### src/rtl/pwm_pkg.sv
// Shared types for the dead-time gate driver.
// Latency: n/a (types and constants only).
// Backpressure: n/a.
package pwm_pkg;

    localparam int DT_BITS_DEFAULT = 4;

    // Binary-encoded gate driver states.
    typedef enum logic [2:0] {
        IDLE    = 3'd0,
        DT_RISE = 3'd1,
        HI_ON   = 3'd2,
        DT_FALL = 3'd3,
        LO_ON   = 3'd4,
        FAULT   = 3'd5
    } dt_state_t;

endpackage

### src/rtl/pwm_dead_time_if.sv
// Bundle between the PWM source and the complementary gate driver.
// Latency: n/a (wires only).
// Backpressure: none; all signals are plain levels sampled every cycle.
// master: drives pwm_in, dead_time, enable, fault, clear_fault; reads gate outputs.
// slave : the gate driver itself.
interface pwm_dead_time_if
    import pwm_pkg::*;
#(
    parameter int DT_BITS = DT_BITS_DEFAULT
) ();

    logic               pwm_in;
    logic [DT_BITS-1:0] dead_time;
    logic               enable;
    logic               fault;
    logic               clear_fault;
    logic               pwm_hi;
    logic               pwm_lo;
    logic               fault_active;

    modport master (
        output pwm_in, dead_time, enable, fault, clear_fault,
        input  pwm_hi, pwm_lo, fault_active
    );

    modport slave (
        input  pwm_in, dead_time, enable, fault, clear_fault,
        output pwm_hi, pwm_lo, fault_active
    );

endinterface

### src/rtl/pwm_dead_time_counter.sv
// Dead-time down counter: loads a gap length, decrements to zero and holds there.
// Latency: load/dec take effect at the next rising edge; zero is combinational on the count.
// Backpressure: none.
// Ports: clk, rst_n (sync, active-low), load, load_val, dec -> zero.
module dt_counter #(
    parameter int DT_BITS = 4
) (
    input  logic               clk,
    input  logic               rst_n,
    input  logic               load,
    input  logic [DT_BITS-1:0] load_val,
    input  logic               dec,
    output logic               zero
);

    logic [DT_BITS-1:0] cnt;

    // Load wins over decrement; the count saturates at zero instead of wrapping.
    always_ff @(posedge clk) begin
        if (!rst_n) begin
            cnt <= '0;
        end else if (load) begin
            cnt <= load_val;
        end else if (dec && (cnt != '0)) begin
            cnt <= cnt - DT_BITS'(1);
        end
    end

    assign zero = (cnt == '0);

endmodule

### src/rtl/pwm_dead_time.sv
// Complementary gate driver: inserts a dead_time+1 cycle both-low gap at every edge, with enable and latched fault.
// Latency: outputs are registered and decoded from the next state, so they change at the edge that samples the input.
// Backpressure: none; inputs are levels sampled every cycle.
// Ports: clk, rst_n (sync, active-low), bus (slave): pwm_in, dead_time, enable, fault, clear_fault -> pwm_hi, pwm_lo, fault_active.
module pwm_dead_time
    import pwm_pkg::*;
#(
    parameter int DT_BITS = DT_BITS_DEFAULT
) (
    input  logic             clk,
    input  logic             rst_n,
    pwm_dead_time_if.slave   bus
);

    dt_state_t state, state_nxt;
    logic      cnt_load;
    logic      cnt_dec;
    logic      cnt_zero;

    dt_counter #(.DT_BITS(DT_BITS)) u_counter (
        .clk      (clk),
        .rst_n    (rst_n),
        .load     (cnt_load),
        .load_val (bus.dead_time),
        .dec      (cnt_dec),
        .zero     (cnt_zero)
    );

    always_ff @(posedge clk) begin
        if (!rst_n) begin
            state <= IDLE;
        end else begin
            state <= state_nxt;
        end
    end

    // Fault first, then enable (ignored while latched in FAULT), then per-state rules.
    always_comb begin
        state_nxt = state;
        cnt_load  = 1'b0;
        cnt_dec   = 1'b0;
        if (bus.fault) begin
            state_nxt = FAULT;
        end else if (state == FAULT) begin
            if (bus.clear_fault) begin
                state_nxt = IDLE;
            end
        end else if (!bus.enable) begin
            state_nxt = IDLE;
        end else begin
            case (state)
                IDLE: begin
                    state_nxt = bus.pwm_in ? DT_RISE : DT_FALL;
                    cnt_load  = 1'b1;
                end
                DT_RISE: begin
                    // High side never came on, so falling back needs no gap.
                    if (!bus.pwm_in) begin
                        state_nxt = LO_ON;
                    end else if (cnt_zero) begin
                        state_nxt = HI_ON;
                    end else begin
                        cnt_dec = 1'b1;
                    end
                end
                HI_ON: begin
                    if (!bus.pwm_in) begin
                        state_nxt = DT_FALL;
                        cnt_load  = 1'b1;
                    end
                end
                DT_FALL: begin
                    if (bus.pwm_in) begin
                        state_nxt = HI_ON;
                    end else if (cnt_zero) begin
                        state_nxt = LO_ON;
                    end else begin
                        cnt_dec = 1'b1;
                    end
                end
                LO_ON: begin
                    if (bus.pwm_in) begin
                        state_nxt = DT_RISE;
                        cnt_load  = 1'b1;
                    end
                end
                default: state_nxt = IDLE;
            endcase
        end
    end

    // Decoding from state_nxt keeps the outputs registered yet aligned with the state register.
    always_ff @(posedge clk) begin
        if (!rst_n) begin
            bus.pwm_hi       <= 1'b0;
            bus.pwm_lo       <= 1'b0;
            bus.fault_active <= 1'b0;
        end else begin
            bus.pwm_hi       <= (state_nxt == HI_ON);
            bus.pwm_lo       <= (state_nxt == LO_ON);
            bus.fault_active <= (state_nxt == FAULT);
        end
    end

endmodule

### src/flat_wrapper.sv
// flat-port wrapper written by rule: the top's interface ports become plain ports
module pwm_dead_time_flat import pwm_pkg::*;
#(
    parameter int DT_BITS = DT_BITS_DEFAULT
)
  (clk, rst_n, bus_pwm_in, bus_dead_time, bus_enable, bus_fault, bus_clear_fault, bus_pwm_hi, bus_pwm_lo, bus_fault_active);
  pwm_dead_time_if #(.DT_BITS(DT_BITS)) bus_i ();
  input  logic clk;
  input  logic rst_n;
  input wire logic [$bits(bus_i.pwm_in)-1:0] bus_pwm_in;
  input wire logic [$bits(bus_i.dead_time)-1:0] bus_dead_time;
  input wire logic [$bits(bus_i.enable)-1:0] bus_enable;
  input wire logic [$bits(bus_i.fault)-1:0] bus_fault;
  input wire logic [$bits(bus_i.clear_fault)-1:0] bus_clear_fault;
  output wire logic [$bits(bus_i.pwm_hi)-1:0] bus_pwm_hi;
  output wire logic [$bits(bus_i.pwm_lo)-1:0] bus_pwm_lo;
  output wire logic [$bits(bus_i.fault_active)-1:0] bus_fault_active;
  assign bus_i.pwm_in = bus_pwm_in;
  assign bus_i.dead_time = bus_dead_time;
  assign bus_i.enable = bus_enable;
  assign bus_i.fault = bus_fault;
  assign bus_i.clear_fault = bus_clear_fault;
  assign bus_pwm_hi = bus_i.pwm_hi;
  assign bus_pwm_lo = bus_i.pwm_lo;
  assign bus_fault_active = bus_i.fault_active;
  pwm_dead_time #(.DT_BITS(DT_BITS)) u_core (.clk(clk), .rst_n(rst_n), .bus(bus_i));
endmodule
### config.mk
export PLATFORM = sky130hd
export DESIGN_NAME = pwm_dead_time_flat
export DESIGN_NICKNAME = d
export VERILOG_FILES = /design/src/rtl/pwm_pkg.sv /design/src/rtl/pwm_dead_time_if.sv /design/src/rtl/pwm_dead_time_counter.sv /design/src/rtl/pwm_dead_time.sv /design/src/flat_wrapper.sv
export SDC_FILE = /design/constraint.sdc
export NUM_CORES = 1
export LEC_CHECK = 0
export CORE_AREA = 2 2 39 41
export CTS_BUF_LIST = sky130_fd_sc_hd__clkbuf_4 sky130_fd_sc_hd__clkbuf_8
export DETAILED_ROUTE_END_ITERATION = 16
export DIE_AREA = 0 0 41 43
export GPL_TIMING_DRIVEN = 0
export PLACE_DENSITY = 0.72
export RECOVER_POWER = 25
export SKIP_LAST_GASP = 1
export SYNTH_ARGS = -nofsm -noshare
export SYNTH_HDL_FRONTEND = slang
export SYNTH_SLANG_ARGS = --single-unit
### constraint.sdc
create_clock -name clk -period 2.36 [get_ports clk]
set_input_delay 0.472 -clock clk [delete_from_list [all_inputs] [get_ports clk]]
set_output_delay 0.472 -clock clk [all_outputs]
set_load 0.02 [all_outputs]
==> results of run 1 <==
[worst max-delay path: stages (launching register included)]
cell and delay, ns:
dfxtp_1 0.35, inv_1 0.07, ha_1 0.21, nor4bb_1 0.14
a221o_1 0.28, nor3_1 0.49, o21ai_0 0.18, a31o_1 0.25
[metrics by stage]
step	total power [uW]	worst slack (ns)	instances	hold slack (ns)
final	447	0.288	97	0.523
after global routing	477	0.0676	97	0.565
after CTS	451	0.297	97	0.527
after detailed placement	298	0.0350	93	0.520
after global placement	298	0.0361	93	0.506
after floorplan	266	0.316	66	0.482
[cell type report]
cell class	instances	area, um^2
fillers	138	634
multi-input cells	49	342
flip-flops and latches	10	200
repair buffers	11	110
clock buffers	4	36.3
plain buffers	2	22.5
well taps	16	20.0
inverters	5	18.8
[flip-flops by register name, indices dropped and copies added, names as in the netlist]
name                     flops
u_core.bus.fault_active      1
u_core.bus.pwm_lo            1
u_core.state                 3
u_core.bus.pwm_hi            1
u_core.u_counter.cnt         4
[Yosys cell counts]
| master | instances |
|---|---|
| dfxtp_1 | 10 |
| nand2b_1 | 6 |
| a21oi_1 | 5 |
| inv_1 | 5 |
| o21ai_0 | 4 |
| nand2_1 | 3 |
| nor2_1 | 3 |
| a21boi_0 | 2 |
| and2_1 | 2 |
| buf_6 | 2 |
| mux2_4 | 2 |
| nor2b_1 | 2 |
| nor3_1 | 2 |
| a221o_1 | 1 |
| a311o_1 | 1 |
| a31o_1 | 1 |
| a31o_2 | 1 |
| and3_1 | 1 |
| and3b_1 | 1 |
| ha_1 | 1 |
| mux2_2 | 1 |
| mux2i_1 | 1 |
| nand4_1 | 1 |
| nor4_1 | 1 |
| nor4bb_1 | 1 |
| o211ai_1 | 1 |
| o31a_1 | 1 |
| o31ai_1 | 1 |
| or3_1 | 1 |
| xnor2_1 | 1 |
| xor2_1 | 1 |
[per-layer routing]
metal | vias to the layer above | share of wire, %
li1 | 265 | -
met1 | 231 | 50
met2 | 8 | 46
met3 | 0 | 3.2
met4 | 0 | 0
met5 | - | 0
[report_power, final]
part           switching, uW  total [uW]  leakage (uW)  internal, uW
registers               11.7         192     0.0000821           180
logic                   44.4         103      0.000208          58.1
clock network           58.3         152     0.0000210          93.6
[final timing paths]
kind / start / endpoint / slack, ns / cells after the start
worst max-delay path: u_core.u_counter.cnt[0]$_SDFFE_PN0P_ / u_core.u_counter.cnt[2]$_SDFFE_PN0P_ / 0.29 / 7
worst min-delay path: u_core.u_counter.cnt[1]$_SDFFE_PN0P_ / u_core.u_counter.cnt[1]$_SDFFE_PN0P_ / 0.52 / 2
worst max register to register: u_core.u_counter.cnt[0]$_SDFFE_PN0P_ / u_core.u_counter.cnt[2]$_SDFFE_PN0P_ / 0.29 / 7
worst min register to register: u_core.u_counter.cnt[1]$_SDFFE_PN0P_ / u_core.u_counter.cnt[1]$_SDFFE_PN0P_ / 0.52 / 2
[cell families (layout without fill, tap and decap cells)]
logic type	Yosys count	count (layout)	synth area share, %
DFF	10	10	34.3
and+or+nand+nor	24	24	23.8
xor gates and xnor gates	2	2	3.00
muxes	4	4	8.80
AOI/OAI and AO/OA	18	18	20.8
buffers and inverters	7	22	7.08
adders and majority gates	1	1	2.15
==> impl_metrics.yaml, run 1 <==
timing:
  drv_slew: 0
  rsz0062_at_grt: "no"
  setup_viol: 0
  tightest_slew_ns: 0.618
  maxSlewHeadroom_pct: 58.5
  finalCriticalPeriod_ns: 2.07
  finalSetupTns_ns: 0
  clock.fmax_mhz: 483
  final-hold-violation-count: 0
  clock_skew_ns: 0.00403
  period_share_pct: 87.8
critical_path:
  cp-start-kind: "register"
  worstSetupEndpointType: "register"
  cp_max_fo: 6
  arrival_ns: 2.23
  critPathRequiredTime_ns: 2.52
  worst-setup-path-type: "reg2reg"
synthesis:
  yosysWarnings: 0
  ys_top_cells_by_area: "dfxtp_1 34%, nand2b_1 6.4%, mux2_4 5.2%, a21oi_1 4.3%, buf_6 3.9%"
  synth_cell_types: 31
  synth-seq-cells: 10
  ys_seq_area_share_pct: 34.3
  synth_top_area_share_pct: 34.3
  synth_fp_nets: 77
  synth_area_leader_cell: "dfxtp_1"
  syn_inst: 66
  synth_area_um2: 583
  synth_area_per_cell_um2: 8.83
cts:
  cts_hold_buffers: 0
  htreeDepth: 1
  clkSlewWorstSetupHoldPaths_ns: 0.07
  numCtsBuffers: 3
  clock_latency_ns: 0.26
  clockBufferDepth: 2
  cts-root-buf: "clkbuf_4"
  cts.repair.resized: 0
  clock_sinks: 10
  cts_setup_buffers: 0
  tritoncts: "done"
place:
  place.gp.congestion: 0.756
  place_hpwl_um: 782
  placed_area_um2: 713
  io_buffers: 11
grt:
  met3_usage_pct: 3.14
  grt_max_degree: 10
  grt_pass1_wl_mm: 1.79
  busiest_layer: "met2"
  grt_util_met2_pct: 20.6
  grt_overflow: 0
  track_usage_pct: 15.0
  grt_pass1_vias: 442
  antenna_found_initial: 0
  met1_usage_pct: 20.1
final_layout:
  layout_common_cells: "10 x dfxtp_1, 9 x clkdlybuf4s50_1, 6 x nand2b_1"
  n_antenna_cell: 0
  final_util_pct: 54.2
  final_area_um2: 749
  drive_gt1_share_pct: 12.3
  finalNetCount: 93
  area.growth.synth_to_final_pct: 28.5
  final_common_cell: "dfxtp_1"
floorplanning:
  core_mm2: 0.00138
  ios: 13
  fp.dieH_um: 43
  dieWidth_um: 41
  initial_utilization_pct: 42.1
  die_area_mm2: 0.00176
  row_count: 14
min_path:
  hold_class: "reg2reg"
power:
  power_density_mw_per_mm2: 596
  p_leak_uw: 0.000312
  ir_drop_uv: 285
routing:
  routed_wl_mm: 1.08
  final_antenna_net_count: 0
  drt-wirelength-per-cell_um: 11.1
  drtIter0Drc: 5
  drtPass1Iterations: 2
  routed_via_density: 5.20
  vias: 504
  drc_errors: 0
job:
  maxCapViolCount: 0
outcome:
  status: "finished, final reports clean"
No activity file was read; power rests on OpenSTA's default activity.
==> run 2, diff against run 1 <==
--- a/config.mk
+++ b/config.mk
@@ -6,7 +6,6 @@
 export NUM_CORES = 1
 export LEC_CHECK = 0
 export CORE_AREA = 2 2 39 41
-export CTS_BUF_LIST = sky130_fd_sc_hd__clkbuf_4 sky130_fd_sc_hd__clkbuf_8
 export DETAILED_ROUTE_END_ITERATION = 16
 export DIE_AREA = 0 0 41 43
 export GPL_TIMING_DRIVEN = 0
==> results of run 2 <==
Same layout as run 1: the final DEF is identical, and so are final timing and power.
==> run 3, diff against run 2 <==
--- a/config.mk
+++ b/config.mk
@@ -5,11 +5,15 @@
 export SDC_FILE = /design/constraint.sdc
 export NUM_CORES = 1
 export LEC_CHECK = 0
-export CORE_AREA = 2 2 39 41
+export CELL_PAD_IN_SITES_DETAIL_PLACEMENT = 1
+export CELL_PAD_IN_SITES_GLOBAL_PLACEMENT = 2
+export CORE_MARGIN = 1.5
+export CORE_UTILIZATION = 28
+export CTS_CLUSTER_SIZE = 8
 export DETAILED_ROUTE_END_ITERATION = 16
-export DIE_AREA = 0 0 41 43
 export GPL_TIMING_DRIVEN = 0
-export PLACE_DENSITY = 0.72
+export MAX_ROUTING_LAYER = met4
+export PLACE_DENSITY = 0.76
 export RECOVER_POWER = 25
 export SKIP_LAST_GASP = 1
 export SYNTH_ARGS = -nofsm -noshare
==> run 3 against run 2 <==
Effect of this change:
- sequential power barely moved
- final area up 1.8%
- maximum frequency down 4.3%
- highest routed layer is now met4
==> impl_metrics.yaml, run 3 (same netlist as run 1, synthesis figures left out) <==
outcome:
  status: "finished, final reports clean"
cts:
  numCtsBuffers: 3
  tritoncts: "done"
  clkSlewWorstSetupHoldPaths_ns: 0.07
  cts-root-buf: "clkbuf_4"
  clockBufferDepth: 2
  clock_sinks: 10
  cts_setup_buffers: 0
  cts_hold_buffers: 0
  clock_latency_ns: 0.27
  cts.repair.resized: 0
  htreeDepth: 1
place:
  placed_area_um2: 727
  place_hpwl_um: 968
  place.gp.congestion: 0.805
  dp_slack_ns: 0.00459
  dp.cells: 104
  io_buffers: 11
timing:
  final-hold-violation-count: 0
  drv_slew: 0
  rsz0062_at_grt: "no"
  finalSetupTns_ns: 0
  fin_ws_ns: 0.195
  maxSlewHeadroom_pct: 59.0
  finalCriticalPeriod_ns: 2.17
  period_share_pct: 91.8
  tightest_slew_ns: 0.610
  clock_skew_ns: 0.00651
  clock.fmax_mhz: 462
  setup_viol: 0
power:
  p_comb_share_pct: 22.8
  p_leak_uw: 0.000308
  power_density_mw_per_mm2: 597
  ir_drop_uv: 350
  switchingPower_uw: 123
  intPower_uw: 332
  seq_power_share_pct: 42.3
  clkPwrFrac_pct: 34.9
  switching_share_pct: 27.1
final_layout:
  finalNetCount: 93
  regMostFlops: "u_core.u_counter.cnt"
  largest_register_ffs: 4
  n_antenna_cell: 0
  final_util_pct: 38.9
  final_cell_count_no_fill: 108
  area.growth.synth_to_final_pct: 30.9
  final_common_cell: "dfxtp_1"
  drive_gt1_share_pct: 12.3
  final_area_um2: 763
  reg_top3: "u_core.u_counter.cnt (4), u_core.state (3)"
  layout_common_cells: "10 x dfxtp_1, 9 x clkdlybuf4s50_1, 6 x nand2b_1"
critical_path:
  worstSetupEndpointType: "register"
  worstReg2RegStart: "u_core.u_counter.cnt[0]$_SDFFE_PN0P_"
  r2r_cells: 7
  critPathRequiredTime_ns: 2.52
  cp_max_fo: 8
  worst-setup-path-type: "in2reg"
  r2r_end: "u_core.u_counter.cnt[2]$_SDFFE_PN0P_"
  cp-start-kind: "input pin"
  r2r_setup_slack_ns: 0.24
  arrival_ns: 2.33
grt:
  grt_max_degree: 10
  grt_pass1_vias: 489
  grt_pass1_wl_mm: 2.18
  antenna_found_initial: 0
  grt_overflow: 0
  track_usage_pct: 12.4
floorplanning:
  core_mm2: 0.00196
  dieWidth_um: 48.6
  row_count: 16
  initial_utilization_pct: 29.7
  fp.dieH_um: 48.6
  die_area_mm2: 0.00236
  ios: 13
routing:
  routed_via_density: 4.95
  drtPass1Iterations: 3
  vias: 535
  final_antenna_net_count: 0
  drc_errors: 0
  drtIter0Drc: 6
  routed_wl_mm: 1.30
  drt-wirelength-per-cell_um: 12.1
min_path:
  min_to: "u_core.u_counter.cnt[1]$_SDFFE_PN0P_"
  hold_class: "reg2reg"
  holdCritStartpoint: "u_core.u_counter.cnt[1]$_SDFFE_PN0P_"
  hold-path-cell-count: 2
job:
  maxCapViolCount: 0
-- run 3: cell counts in the layout (fill, tap and decap cells not counted) --
Identical to the previous run, type by type.
-- run 3: worst max-delay path by stage --
stage,startpoint,endpoint,slack [ns],cells after the start
floorplan,bus_pwm_in,u_core.u_counter.cnt[2]$_SDFFE_PN0P_,0.32,7
global placement,bus_enable,u_core.u_counter.cnt[2]$_SDFFE_PN0P_,0.02,7
detailed placement,bus_enable,u_core.u_counter.cnt[2]$_SDFFE_PN0P_,0.005,7
CTS,u_core.u_counter.cnt[0]$_SDFFE_PN0P_,u_core.u_counter.cnt[2]$_SDFFE_PN0P_,0.25,7
global route,u_core.u_counter.cnt[0]$_SDFFE_PN0P_,u_core.u_counter.cnt[2]$_SDFFE_PN0P_,0.09,7
finish,bus_enable,u_core.u_counter.cnt[2]$_SDFFE_PN0P_,0.19,7
-- run 3: through the flow --
| stage | hold WS (ns) | power (uW) |
|---|---|---|
| 2_1_floorplan | 0.482 | 266 |
| 3_3_place_gp | 0.503 | 301 |
| 3_5_place_dp | 0.508 | 302 |
| 4_1_cts | 0.524 | 463 |
| 5_1_grt | 0.534 | 483 |
| 6_report | 0.521 | 455 |
-- run 3: power groups by stage --
stage | Sequential [uW] | Combinational (uW) | Clock (uW)
final | 193 | 104 | 159
after global routing | 195 | 115 | 173
after CTS | 193 | 106 | 164
after detailed placement | 197 | 105 | 0
after global placement | 197 | 105 | 0
after floorplan | 196 | 69.2 | 0
-- run 3: critical path: stages --
cell and delay (ns):
dlygate4sd3_1 0.58, nand2b_1 0.11, or3_1 0.38, buf_6 0.15
mux2_4 0.28, and3_1 0.18, a31o_1 0.18
-- run 3: routing by layer --
layer,vias to the layer above,global-route usage [%],share of wire [%]
li1,265,-,-
met1,258,13.8,46
met2,10,20.3,49
met3,2,5.56,4.3
met4,0,2.86,0.69
met5,-,-,0
-- run 3: final cells by class --
| type | instances | area [um^2] |
|---|---|---|
| fillers | 247 | 1200 |
| well taps | 27 | 33.8 |
| plain buffers | 2 | 22.5 |
| flip-flops and latches | 10 | 200 |
| multi-input cells | 49 | 342 |
| repair buffers | 11 | 110 |
| inverters | 5 | 18.8 |
| clock buffers | 4 | 36.3 |
